<file path="config.mk">
export PLATFORM = sky130hd
export DESIGN_NAME = unit_addr_responder
export DESIGN_NICKNAME = d
export VERILOG_FILES = /design/src/rtl/unit_addr_responder.sv
export SDC_FILE = /design/constraint.sdc
export NUM_CORES = 1
export LEC_CHECK = 0
export CORE_ASPECT_RATIO = 0.5
export CORE_UTILIZATION = 46
export CTS_CLUSTER_DIAMETER = 120
export DETAILED_ROUTE_END_ITERATION = 8
export GPL_TIMING_DRIVEN = 1
export SLEW_MARGIN = 25
export SYNTH_ARGS = -nofsm -noshare
export SYNTH_HDL_FRONTEND = slang
export SYNTH_SLANG_ARGS = --single-unit
export TNS_END_PERCENT = 100
</file>
<file path="constraint.sdc">
create_clock -name clock -period 2.35 [get_ports clock]
set_clock_uncertainty 0.15 [all_clocks]
set_input_delay 0.47 -clock clock [delete_from_list [all_inputs] [get_ports clock]]
set_output_delay 0.47 -clock clock [all_outputs]
set_load 0.01 [all_outputs]
</file>
<file path="src/rtl/unit_addr_responder.sv">
// Register-bank responder: accepts tagged read/write ops, decodes the address into
// one of four banks and reports completion with the op ID after a fixed latency.
module unit_addr_responder #(
  parameter int         BANK_DEPTH     = 16,
  parameter int         ACCESS_LATENCY = 2,
  parameter logic [7:0] UNMAPPED_DATA  = 8'hFF
) (
  input  logic       clock,
  input  logic       reset_n,
  input  logic       enable_in,
  input  logic       wr_rd_op,
  input  logic       valid_in,
  input  logic [7:0] addr_in,
  input  logic [7:0] op_id_in,
  input  logic [7:0] wr_data_in,
  output logic       ready_out,
  output logic [7:0] rd_data_out,
  output logic [7:0] done_op_id,
  output logic       done_out,
  output logic       err_out
);

  localparam int IDX_W = (BANK_DEPTH > 1) ? $clog2(BANK_DEPTH) : 1;
  localparam int CNT_W = (ACCESS_LATENCY > 2) ? $clog2(ACCESS_LATENCY) : 1;

  typedef enum logic {
    IDLE = 1'b0,
    BUSY = 1'b1
  } state_t;

  state_t             state_q, state_d;
  logic [CNT_W-1:0]   cnt_q, cnt_d;
  logic               init_q, init_d;
  logic               op_wr_q, op_wr_d;
  logic [7:0]         addr_q, addr_d;
  logic [7:0]         id_q, id_d;
  logic [7:0]         wdata_q, wdata_d;
  logic [7:0]         rd_data_q, rd_data_d;
  logic [7:0]         done_id_q, done_id_d;
  logic               done_q, done_d;
  logic               err_q, err_d;

  logic               ready_c;
  logic               mapped_c;
  logic               bank_we_c;
  logic [IDX_W-1:0]   idx_c;
  logic [31:0]        bank_rd_flat;
  logic [7:0]         rd_word_c;

  assign idx_c     = addr_q[IDX_W-1:0];
  assign mapped_c  = ({1'b0, addr_q[5:0]} < 7'(BANK_DEPTH));
  assign rd_word_c = bank_rd_flat[{addr_q[7:6], 3'b000} +: 8];

  // init_q keeps ready_out low until the first edge after reset release.
  assign init_d = 1'b1;

  always_comb begin
    state_d   = state_q;
    cnt_d     = cnt_q;
    op_wr_d   = op_wr_q;
    addr_d    = addr_q;
    id_d      = id_q;
    wdata_d   = wdata_q;
    rd_data_d = rd_data_q;
    done_id_d = done_id_q;
    done_d    = 1'b0;
    err_d     = 1'b0;
    bank_we_c = 1'b0;
    ready_c   = (state_q == IDLE) && enable_in && init_q;

    case (state_q)
      IDLE: begin
        if (valid_in && ready_c) begin
          op_wr_d = wr_rd_op;
          addr_d  = addr_in;
          id_d    = op_id_in;
          wdata_d = wr_data_in;
          cnt_d   = CNT_W'(ACCESS_LATENCY - 1);
          state_d = BUSY;
        end
      end
      BUSY: begin
        if (cnt_q == '0) begin
          state_d   = IDLE;
          done_d    = 1'b1;
          err_d     = ~mapped_c;
          done_id_d = id_q;
          bank_we_c = op_wr_q && mapped_c;
          if (!op_wr_q) begin
            rd_data_d = mapped_c ? rd_word_c : UNMAPPED_DATA;
          end
        end else begin
          cnt_d = cnt_q - CNT_W'(1);
        end
      end
      default: state_d = IDLE;
    endcase
  end

  always_ff @(posedge clock or negedge reset_n) begin
    if (!reset_n) begin
      state_q   <= IDLE;
      cnt_q     <= '0;
      init_q    <= 1'b0;
      op_wr_q   <= 1'b0;
      addr_q    <= '0;
      id_q      <= '0;
      wdata_q   <= '0;
      rd_data_q <= '0;
      done_id_q <= '0;
      done_q    <= 1'b0;
      err_q     <= 1'b0;
    end else begin
      state_q   <= state_d;
      cnt_q     <= cnt_d;
      init_q    <= init_d;
      op_wr_q   <= op_wr_d;
      addr_q    <= addr_d;
      id_q      <= id_d;
      wdata_q   <= wdata_d;
      rd_data_q <= rd_data_d;
      done_id_q <= done_id_d;
      done_q    <= done_d;
      err_q     <= err_d;
    end
  end

  // One storage array per bank; reads are muxed through a flat vector by bank select.
  for (genvar gi = 0; gi < 4; gi++) begin : g_bank
    logic [7:0] mem_q [BANK_DEPTH];

    always_ff @(posedge clock or negedge reset_n) begin
      if (!reset_n) begin
        for (int e = 0; e < BANK_DEPTH; e++) begin
          mem_q[e] <= '0;
        end
      end else if (bank_we_c && (addr_q[7:6] == 2'(gi))) begin
        mem_q[idx_c] <= wdata_q;
      end
    end

    assign bank_rd_flat[gi*8 +: 8] = mem_q[idx_c];
  end

  assign ready_out   = ready_c;
  assign rd_data_out = rd_data_q;
  assign done_op_id  = done_id_q;
  assign done_out    = done_q;
  assign err_out     = err_q;

endmodule

</file>
==> key figures, run 1 <==
Power
  • P_sw: roughly 7600 µW
  • Sequential power share: 0.415
  • Leakage: 0.0156 µW
  • Clock Power Share: 0.343
  • Comb pwr share: 0.242
  • Worst VDD drop: just under 0.6 mV
  • P per Cell Area: 809 nW/µm²
  • Sw Ratio: 0.300
  • Internal power consumption: 17800 µW

GRT
  • Largest net degree at the start of global routing: 83
  • Initial antenna violation count: 0
  • GRT Residual Overflow: 0
  • First-pass GRT wire length: between 100000 and 150000 µm
  • GRT Util Overall: 0.250
  • Vias in the first global route: 17000

Clocking
  • Clock latency on the worst-skew pair: 0.61 ns
  • CTS tree: done
  • CTS H-tree depth: 2
  • Clock Root Buffer: clkbuf_16
  • TritonCTS Buffers: between 50 and 60
  • CTS sink count: around 560
  • Clk pin slew, worst setup/hold paths: 0.06 ns
  • CTS Buffer Depth: 3

STA
  • Hold_ws: about 0.22 ns
  • Worst slew margin: 0.592
  • Final Hold Vio Count: 0
  • Max-slew violations: 0
  • Final setup margin: -0.192 ns
  • Fin crit period: roughly 2.5 ns
  • Worst-Margin Slew: around 0.61 ns
  • F_max: 393 MHz
  • Fraction of the cycle the final worst path needs: 1.08
  • Final setup viols: 151
  • RSZ-0062 raised after global routing: yes

Logic synthesis
  • YS warnings: 0
  • EDFF count, synth: 0
  • Sequential area share after synthesis: 0.546
  • Post-synthesis cell type with the largest combined area: dfrtp_1
  • Yosys top cell area share: 0.546
  • Cell variety after synth: 52
  • Top cells by area, synth: dfrtp_1, mux2_2, mux4_2
  • Post-Syn Instances: 1708
  • Synth Cell Area: between 20000 and 30000 µm²
  • Mean Syn Cell Area: 15.0 µm²
  • Main flop type after synthesis: dfrtp_1
  • Post-synth ARST share: 1.00
  • Synthesized flop and latch total: 558
  • Mapped Nets: 1737

Layout
  • Fraction of layout cells with a size suffix above 1: 0.537
  • Commonest non-fill, non-tap cell in the layout: dfrtp_1
  • Final core utilization: 0.579
  • Nets@finish: roughly 1900
  • N_diodes: 0
  • Most frequent cells in the layout: dfrtp_1, mux2_2, buf_4
  • Syn-to-layout area delta: 23.1%

Drt
  • # DRC: 0
  • Antenna Violating Nets Remaining: 0
  • Vias per inst: 5.81
  • DRT Pass-1 Iters: 7
  • Vias: 15700
  • Initial DRC Count: 994
  • Total Routed Length: roughly 69000 µm
  • WL/cell: 25.4 µm

Worst setup path
  • CP startpoint kind: register
  • Crit Path Max Fanout: 8
  • Data arrival, critical path: ~2.9 ns
  • Worst EP required: 2.66 ns
  • Crit end category: register
  • Critical Setup Path Class: reg2reg

Place
  • Number of I/O port buffers: between 40 and 50
  • Post-DP HPWL: 46700 µm
  • RePlAce Congestion: 0.999

Outcome
  • Failing checks: negative setup slack
  • Status: complete, but fails checks

Flow run
  • Max Cap Viol: 0

Floorplanning
  • Top Ports: 48
  • Cell Rows: 60
  • Die ar.: between 50000 and 60000 µm²
  • Chip width: between 300 and 400 µm
  • Total core area: 54400 µm²
  • Effective utilization at floorplan: 0.471
  • Die height: 169 µm

Hold path
  • Hold crit path type: in2async
[power by group through the flow]
stage / sequential (µW) / combinational [µW] / clock (µW)
floorplan: 10500 / 3000 / 0
CTS: 10600 / 5800 / 8900
global route: 10600 / 6520 / 9320
finish: 10600 / 6170 / 8740
global placement: 10700 / 5220 / 0
detailed placement: 10700 / 5300 / 0
[synth_stat cells, types with 3 or more instances]
cell type  instances
a21oi_1            3
a22o_1             5
a22oi_1           33
a31oi_1           13
a41oi_1            8
and3_1             4
buf_1              4
buf_12             3
buf_2             15
buf_4             14
buf_6              8
clkbuf_1          72
dfrtp_1          558
mux2_1            16
mux2_2           539
mux2i_1          103
mux4_1            14
mux4_2            73
nand2_1           89
nand2_2           17
nand2b_1           8
nand3_1            9
nand4_1            4
nor2_1            30
nor2_2             3
nor2b_1            8
nor3_2             7
nor3_4             5
o21ai_0            6
o22ai_1            5
or2_2              4
[cell families (layout without fill, tap and decap cells)]
group                  Yosys count  after routing  synth area share
DFF                            558            558             0.546
and+or+nand+nor                200            200            0.0414
other                            1              1          0.000147
muxes                          745            745             0.363
buffers and inverters          121            371            0.0257
AOI/OAI and AO/OA               83             83            0.0235
[area by class of cell]
| type | instances | area, µm² |
|---|---|---|
| fill | 4256 | 22900 |
| sequential | 558 | 14000 |
| multi-input combinational | 1029 | 11600 |
| timing repair buffer | 272 | 3250 |
| clock buffer | 82 | 1570 |
| tap | 744 | 931 |
| clock inverter | 14 | 183 |
| inverter | 3 | 15.0 |
[path summary, 6_finish.rpt]
check | from | end | slack (ns) | depth (start not counted)
max | addr_q[0]$_DFFE_PN0P_ | g_bank[0].mem_q[108]$_DFFE_PN0P_ | -0.19 | 10
min | reset_n | g_bank[3].mem_q[110]$_DFFE_PN0P_ | 0.22 | 2
max reg2reg | addr_q[0]$_DFFE_PN0P_ | g_bank[0].mem_q[108]$_DFFE_PN0P_ | -0.19 | 10
min reg2reg | id_q[2]$_DFFE_PN0P_ | done_op_id[2]$_DFFE_PN0P_ | 0.32 | 2
max in group asynchronous | reset_n | g_bank[1].mem_q[116]$_DFFE_PN0P_ | 1.04 | 3
min in group clock | id_q[2]$_DFFE_PN0P_ | done_op_id[2]$_DFFE_PN0P_ | 0.32 | 2
[per-stage QoR]
| step | cells | cell area [µm²] | TNS, ns | setup WS [ns] | total power, µW |
|---|---|---|---|---|---|
| global placement | 2582 | 28600 | -20.35 | -0.342 | 15900 |
| detailed placement | 2582 | 28600 | -18.06 | -0.372 | 16000 |
| CTS | 2691 | 30900 | -0.698 | -0.120 | 25300 |
| global route | 2702 | 31500 | -15.68 | -0.228 | 26500 |
| floorplan | 1708 | 25600 | 0 | 0.103 | 13500 |
| finish | 2702 | 31500 | -9.85 | -0.192 | 25500 |
[repair_timing]
action                     4_1_cts  5_1_grt
pin swaps                        9       24
buffers inserted                10       13
setup endpoints to repair      272      273
hold buffers                     1        0
resized for setup               91      116
hold endpoints to repair       139        0
gates cloned                     4        2
[metal layers]
metal	wire [µm]	global-route usage	vias up
li1	-	-	6755
met2	31500	0.390	396
met5	0	0	-
met4	1210	0.0522	0
met1	31700	0.357	8452
met3	4270	0.0597	94
[worst max-delay path: stages (launching register included)]
cell,delay (ns)
dfrtp_4,0.53
buf_12,0.16
buf_12,0.12
buf_16,0.14
buf_8,0.13
nand2b_4,0.19
nor3_4,0.30
buf_6,0.17
nand2_4,0.05
buf_12,0.15
mux2_4,0.29
[registers in the layout (all words and copies together), names as in the netlist, 8 cells and up]
| register | cells |
|---|---|
| done_op_id | 8 |
| id_q | 8 |
| wdata_q | 8 |
| rd_data_out | 8 |
| g_bank.mem_q | 512 |
| addr_q | 8 |
(Power assumes the default switching activity.)
==> inputs of run 2 (changes only) <==
Clock period 2.35 ns to 2.2 ns, I/O delays scaled along.
==> key figures, run 2 (synthesized netlist as in run 1, its figures left out) <==
Outcome
  • Status: complete, but fails checks
  • Failing checks: negative setup slack

Worst setup path
  • Crit Path Max Fanout: 6 (-2)
  • R2R setup slack: -0.36 ns (-0.17 ns)
  • Critical R2R Launch: addr_q[0]$_DFFE_PN0P_
  • R2R cell count: 7 (-3)
  • CP startpoint kind: register
  • Crit end category: register
  • Critical Setup Path Class: reg2reg
  • Reg-to-Reg End: rd_data_out[4]$_DFFE_PN0P_
  • Worst EP required: 2.51 ns (-0.15 ns)
  • Data arrival, critical path: 2.87 ns (+0.02 ns)

Layout
  • Final non-filler cell total: 2701 (-0.037%)
  • Syn-to-layout area delta: 22.3%
  • Most frequent cells in the layout: dfrtp_1, mux2_2, buf_4
  • Nets@finish: 1950 (+0.26%)
  • Fraction of layout cells with a size suffix above 1: 0.517 (-0.0202)
  • Commonest non-fill, non-tap cell in the layout: dfrtp_1
  • Final Cell Area: 31300 µm² (-0.66%)
  • N_diodes: 0 (unchanged)
  • Reg with most FFs: g_bank.mem_q
  • Max reg flops: 512 (unchanged)

Power
  • P per Cell Area: 850 nW/µm² (+5.0%)
  • Internal power consumption: 18700 µW (+4.9%)
  • P_sw: 7880 µW (+3.1%)
  • Clock Power Share: 0.343 (about the same)
  • Sequential power share: 0.420 (+0.005)
  • Comb pwr share: 0.237 (-0.005)
  • Worst VDD drop: 0.520 mV (-11%)
  • Leakage: 0.0155 µW (-0.97%)
  • Sw Ratio: 0.296 (-0.00369)

STA
  • Fin crit period: 2.56 ns (+0.0199 ns)
  • Final setup viols: 63 (-58%)
  • RSZ-0062 raised after global routing: yes
  • Max-slew violations: 0 (unchanged)
  • Final setup margin: -0.362 ns (-0.170 ns)
  • Setup_tns: -5.28 ns (+4.58 ns)
  • Fraction of the cycle the final worst path needs: 1.16 (+0.0828)
  • Final Hold Vio Count: 0 (unchanged)
  • Hold_ws: 0.172 ns (-0.0438 ns)
  • Worst-Margin Slew: 0.535 ns (-0.0759 ns)
  • F_max: 390 MHz (-0.78%)
  • Worst slew margin: 0.643 (+0.0507)

Drt
  • # DRC: 0 (unchanged)
  • Vias: 15600 (-0.60%)
  • Initial DRC Count: 1049 (+5.5%)
  • WL/cell: 25.1 µm (-1.3%)
  • DRT Pass-1 Iters: 5 (-2)
  • Vias per inst: 5.78 (-0.56%)
  • Total Routed Length: 67900 µm (-1.3%)
  • Antenna Violating Nets Remaining: 0 (unchanged)

Flow run
  • Max Cap Viol: 0 (unchanged)

GRT
  • First-pass GRT wire length: 105000 µm (-1.1%)
  • Vias in the first global route: 16800 (-0.99%)
  • Initial antenna violation count: 0 (unchanged)
  • Largest net degree at the start of global routing: 94 (+13%)
  • GRT Residual Overflow: 0 (unchanged)
  • GRT Util Overall: 0.248 (-0.00166)

Floorplanning
  • Die height: 169 µm (unchanged)
  • Cell Rows: 60 (unchanged)
  • Effective utilization at floorplan: 0.471 (unchanged)
  • Chip width: 335 µm (unchanged)
  • Top Ports: 48 (unchanged)
  • Total core area: 54400 µm² (unchanged)
  • Die ar.: 56600 µm² (unchanged)

Clocking
  • CTS sink count: 558 (unchanged)
  • CTS tree: done
  • TritonCTS Buffers: 51 (-1.9%)
  • CTS Buffer Depth: 3 (unchanged)
  • Clk pin slew, worst setup/hold paths: 0.07 ns (about the same)
  • Clock Root Buffer: clkbuf_16
  • Clock latency on the worst-skew pair: 0.60 ns (about the same)
  • CTS H-tree depth: 2 (unchanged)

Place
  • Number of I/O port buffers: 47 (unchanged)
  • Placed standard-cell area: 28800 µm² (+0.56%)
  • RePlAce Congestion: 0.925 (-7.4%)
  • Post-placement cell count: 2595 (+0.50%)
  • Post-DP HPWL: 46600 µm (-0.32%)

Hold path
  • Hold crit path type: in2async
==> run 2: changes by cell type in the layout (fill, tap and decap cells not counted), sizes merged, moves of 2 or more <==
| cell | before | now |
|---|---|---|
| buf | 223 | 230 |
| clkbuf | 84 | 77 |
| clkinvlp | 3 | 1 |
| inv | 4 | 2 |
| dlygate4sd2 | 0 | 5 |
| clkinv | 6 | 8 |
| clkdlybuf4s50 | 45 | 39 |
==> run 2: timing repair <==
action | CTS | global route
endpoints found under the setup margin | 505 | 340
hold endpoints to repair | 214 | 0
hold buffers | 1 | 0
gates resized for setup | 94 | 59
setup buffers | 10 | 2
pin swaps | 16 | 7
cloned | 4 | 1
==> run 2: power by group through the flow <==
stage               clock (µW)  combinational (µW)  sequential, µW
floorplan                    0                3210           11200
global placement             0                5600           11300
global route              9770                6670           11200
finish                    9130                6300           11200
CTS                       9330                6150           11200
detailed placement           0                5690           11400
==> run 2: through the flow <==
step                      setup WS (ns)  utilization  power, µW
after floorplan                 -0.0333            -      14400
after global placement           -0.540        0.530      16900
after detailed placement         -0.518        0.530      17100
after CTS                        -0.303        0.570      26600
after global routing             -0.392        0.575      27700
final                            -0.362        0.575      26600
==> run 2: worst max-delay path by stage <==
| stage | from | endpoint | slack [ns] | cells past startpoint |
|---|---|---|---|---|
| 6_report | addr_q[0]$_DFFE_PN0P_ | rd_data_out[4]$_DFFE_PN0P_ | -0.36 | 7 |
| 5_1_grt | addr_q[0]$_DFFE_PN0P_ | rd_data_out[4]$_DFFE_PN0P_ | -0.39 | 7 |
| 4_1_cts | addr_q[0]$_DFFE_PN0P_ | rd_data_out[6]$_DFFE_PN0P_ | -0.30 | 7 |
| 3_5_place_dp | addr_q[0]$_DFFE_PN0P_ | rd_data_out[0]$_DFFE_PN0P_ | -0.52 | 8 |
| 3_3_place_gp | addr_q[0]$_DFFE_PN0P_ | rd_data_out[0]$_DFFE_PN0P_ | -0.54 | 8 |
| 2_1_floorplan | addr_q[0]$_DFFE_PN0P_ | rd_data_out[0]$_DFFE_PN0P_ | -0.03 | 7 |
==> run 2: critical path: stages, from the launching register on <==
cell and delay, ns:
dfrtp_4 0.51, buf_12 0.15, buf_16 0.14, mux4_2 0.42
mux4_2 0.54, nor2_1 0.10, nand4b_1 0.26, a41oi_1 0.15
==> run 2: area by class of cell <==
| type | instances | area [µm²] |
|---|---|---|
| Inverter | 3 | 15.0 |
| Fill cell | 4273 | 23100 |
| Sequential cell | 558 | 14000 |
| Clock buffer | 76 | 1490 |
| Timing Repair Buffer | 278 | 3250 |
| Tap cell | 744 | 931 |
| Clock inverter | 13 | 190 |
| Multi-Input combinational cell | 1029 | 11400 |
==> run 2: layer usage <==
layer / GRT usage / vias up / routed length, µm
met2: 0.391 / 356 / 31500
met1: 0.350 / 8414 / 30700
met4: 0.0536 / 2 / 1260
li1: - / 6741 / -
met3: 0.0588 / 90 / 4400
met5: 0.0102 / - / 90
==> inputs of run 3 (changes only) <==
Settings changed: CAP_MARGIN from default to 5, RECOVER_POWER from default to 50.
Clock period 2.2 ns to 2.9 ns, I/O delays scaled along.
==> key figures, run 3 (synthesized netlist as in run 1, its figures left out) <==
Floorplanning
  • Total core area: 54400 µm² (unchanged)
  • Chip width: 335 µm (unchanged)
  • Cell Rows: 60 (unchanged)
  • Top Ports: 48 (unchanged)
  • Die ar.: 56600 µm² (unchanged)
  • Die height: 169 µm (unchanged)
  • Effective utilization at floorplan: 0.471 (unchanged)

Clocking
  • CTS tree: done
  • CTS sink count: 558 (unchanged)
  • Clock latency on the worst-skew pair: 0.60 ns (about the same)
  • Clock Root Buffer: clkbuf_16
  • CTS H-tree depth: 2 (unchanged)
  • Clk pin slew, worst setup/hold paths: 0.07 ns (about the same)
  • CTS Buffer Depth: 3 (unchanged)
  • TritonCTS Buffers: 50 (-2.0%)

Outcome
  • Status: complete, no violations

GRT
  • GRT Residual Overflow: 0 (unchanged)
  • Initial antenna violation count: 0 (unchanged)
  • GRT Util Overall: 0.239 (-0.00925)
  • Largest net degree at the start of global routing: 98 (+4.3%)
  • Vias in the first global route: 16400 (-2.8%)
  • First-pass GRT wire length: 102000 µm (-3.2%)

Layout
  • Final core utilization: 0.536 (-0.0390)
  • N_diodes: 0 (unchanged)
  • Commonest non-fill, non-tap cell in the layout: dfrtp_1
  • Fraction of layout cells with a size suffix above 1: 0.464 (-0.0523)
  • Syn-to-layout area delta: 14.0%
  • Most frequent cells in the layout: dfrtp_1, mux2_2, mux2i_1
  • Final-layout fill cell count: 4415 (+3.3%)
  • Final Cell Area: 29200 µm² (-6.8%)
  • Nets@finish: 1842 (-5.5%)
  • Max reg flops: 512 (unchanged)
  • Reg with most FFs: g_bank.mem_q

STA
  • Max-slew violations: 0 (unchanged)
  • Worst-Margin Slew: 1.37 ns (+0.837 ns)
  • Final Hold Vio Count: 0 (unchanged)
  • Worst slew margin: 0.0857 (-0.557)
  • Hold_ws: 0.313 ns (+0.141 ns)
  • Setup_tns: 0 ns (+5.28 ns)
  • RSZ-0062 raised after global routing: no
  • Fin crit period: 2.81 ns (+0.253 ns)
  • Fraction of the cycle the final worst path needs: 0.971 (-0.194)
  • F_max: 355 MHz (-9.0%)
  • Final setup viols: 0 (-100%)

Drt
  • Vias per inst: 5.83 (+0.89%)
  • DRT Pass-1 Iters: 5 (unchanged)
  • Antenna Violating Nets Remaining: 0 (unchanged)
  • WL/cell: 25.2 µm (+0.26%)
  • # DRC: 0 (unchanged)
  • Initial DRC Count: 1090 (+3.9%)
  • Vias: 15100 (-3.2%)
  • Total Routed Length: 65300 µm (-3.8%)

Power
  • Leakage: 0.0144 µW (-7.1%)
  • P per Cell Area: 666 nW/µm² (-22%)
  • Worst VDD drop: 0.451 mV (-13%)

Worst setup path
  • Crit Path Max Fanout: 8 (+2)
  • Worst EP required: 3.22 ns (+0.71 ns)
  • Critical Setup Path Class: reg2reg
  • Data arrival, critical path: 3.14 ns (+0.27 ns)
  • Critical R2R Launch: addr_q[4]$_DFFE_PN0P_
  • CP startpoint kind: register
  • R2R setup slack: 0.09 ns (+0.45 ns)
  • R2R cell count: 5 (-2)
  • Crit end category: register
  • Reg-to-Reg End: g_bank[0].mem_q[9]$_DFFE_PN0P_

Place
  • RePlAce Congestion: 0.919 (-0.67%)
  • Placed standard-cell area: 27500 µm² (-4.4%)
  • Number of I/O port buffers: 47 (unchanged)
  • Post-DP HPWL: 45100 µm (-3.1%)

Hold path
  • Hold path cells: 2
  • Worst Hold End: done_op_id[7]$_DFFE_PN0P_
  • Hold path startpoint: id_q[7]$_DFFE_PN0P_
  • Hold crit path type: reg2reg

Flow run
  • Max Cap Viol: 0 (unchanged)
-- run 3: changes by cell type in the layout (fill, tap and decap cells not counted), moves of 6 or more --
| cell | change |
|---|---|
| nor2_1 | +6 |
| nand2_1 | +8 |
| buf_6 | -14 |
| clkbuf_2 | +7 |
| buf_12 | -50 |
| nand2_4 | -12 |
| nand2_2 | +6 |
| mux2_2 | +40 |
| nand2b_1 | +6 |
| clkbuf_8 | +8 |
| buf_4 | -45 |
| clkdlybuf4s50_1 | +6 |
| mux2_4 | -43 |
-- run 3: per-stage QoR --
step	power, µW	setup slack (ns)	std cells
finish	19400	0.0854	2592
detailed placement	12700	0.0606	2503
CTS	19600	0.0632	2591
floorplan	10900	0.653	1708
global route	20200	0.000857	2592
global placement	12600	0.119	2503
-- run 3: per-layer routing --
layer  vias up  global-route usage  part of all wire
met2       360               0.362              0.45
met1      8137               0.351              0.47
met5         -                   0                 0
li1       6521                   -                 -
met3        89              0.0541             0.061
met4         0              0.0546             0.019
-- run 3: how the worst max path moves through the flow --
stage / cells after the start / to / startpoint
floorplan: 7 / g_bank[0].mem_q[0]$_DFFE_PN0P_ / cnt_q$_DFFE_PN0P_
global placement: 7 / rd_data_out[3]$_DFFE_PN0P_ / addr_q[0]$_DFFE_PN0P_
detailed placement: 5 / g_bank[0].mem_q[71]$_DFFE_PN0P_ / addr_q[4]$_DFFE_PN0P_
CTS: 5 / g_bank[0].mem_q[71]$_DFFE_PN0P_ / addr_q[4]$_DFFE_PN0P_
global route: 5 / g_bank[0].mem_q[10]$_DFFE_PN0P_ / addr_q[4]$_DFFE_PN0P_
finish: 5 / g_bank[0].mem_q[9]$_DFFE_PN0P_ / addr_q[4]$_DFFE_PN0P_
-- run 3: where the power goes --
part	leakage (µW)	switching, µW	total (µW)	internal (µW)
clock	0.000824	2940	6840	3910
sequential	0.00768	652	8800	8150
combinational	0.00585	2150	3770	1620
total	0.0144	5740	19400	13700
-- run 3: what timing repair did --
action	in CTS	in global routing
hold buffers	1	0
setup endpoints to repair	0	21
endpoints found under the hold margin	34	0
buffers inserted	0	1
resized for setup	0	3
-- run 3: final cells by class --
type                       count  area, µm²  share of cell area
sequential                   558      14000               0.480
multi-input combinational   1029      11000               0.376
clock buffer                  82       1600              0.0547
timing repair buffer         171       1590              0.0546
tap                          744        931              0.0319
clock inverter                 5       75.1             0.00257
inverter                       3       11.3            0.000386
-- run 3: critical path, cell delays in order (launching register included) --
cell     delay, ns
dfrtp_1       0.37
nor2_1        0.44
nand3_4       0.22
or3_1         0.57
nor3_4        0.53
mux2_2        0.40
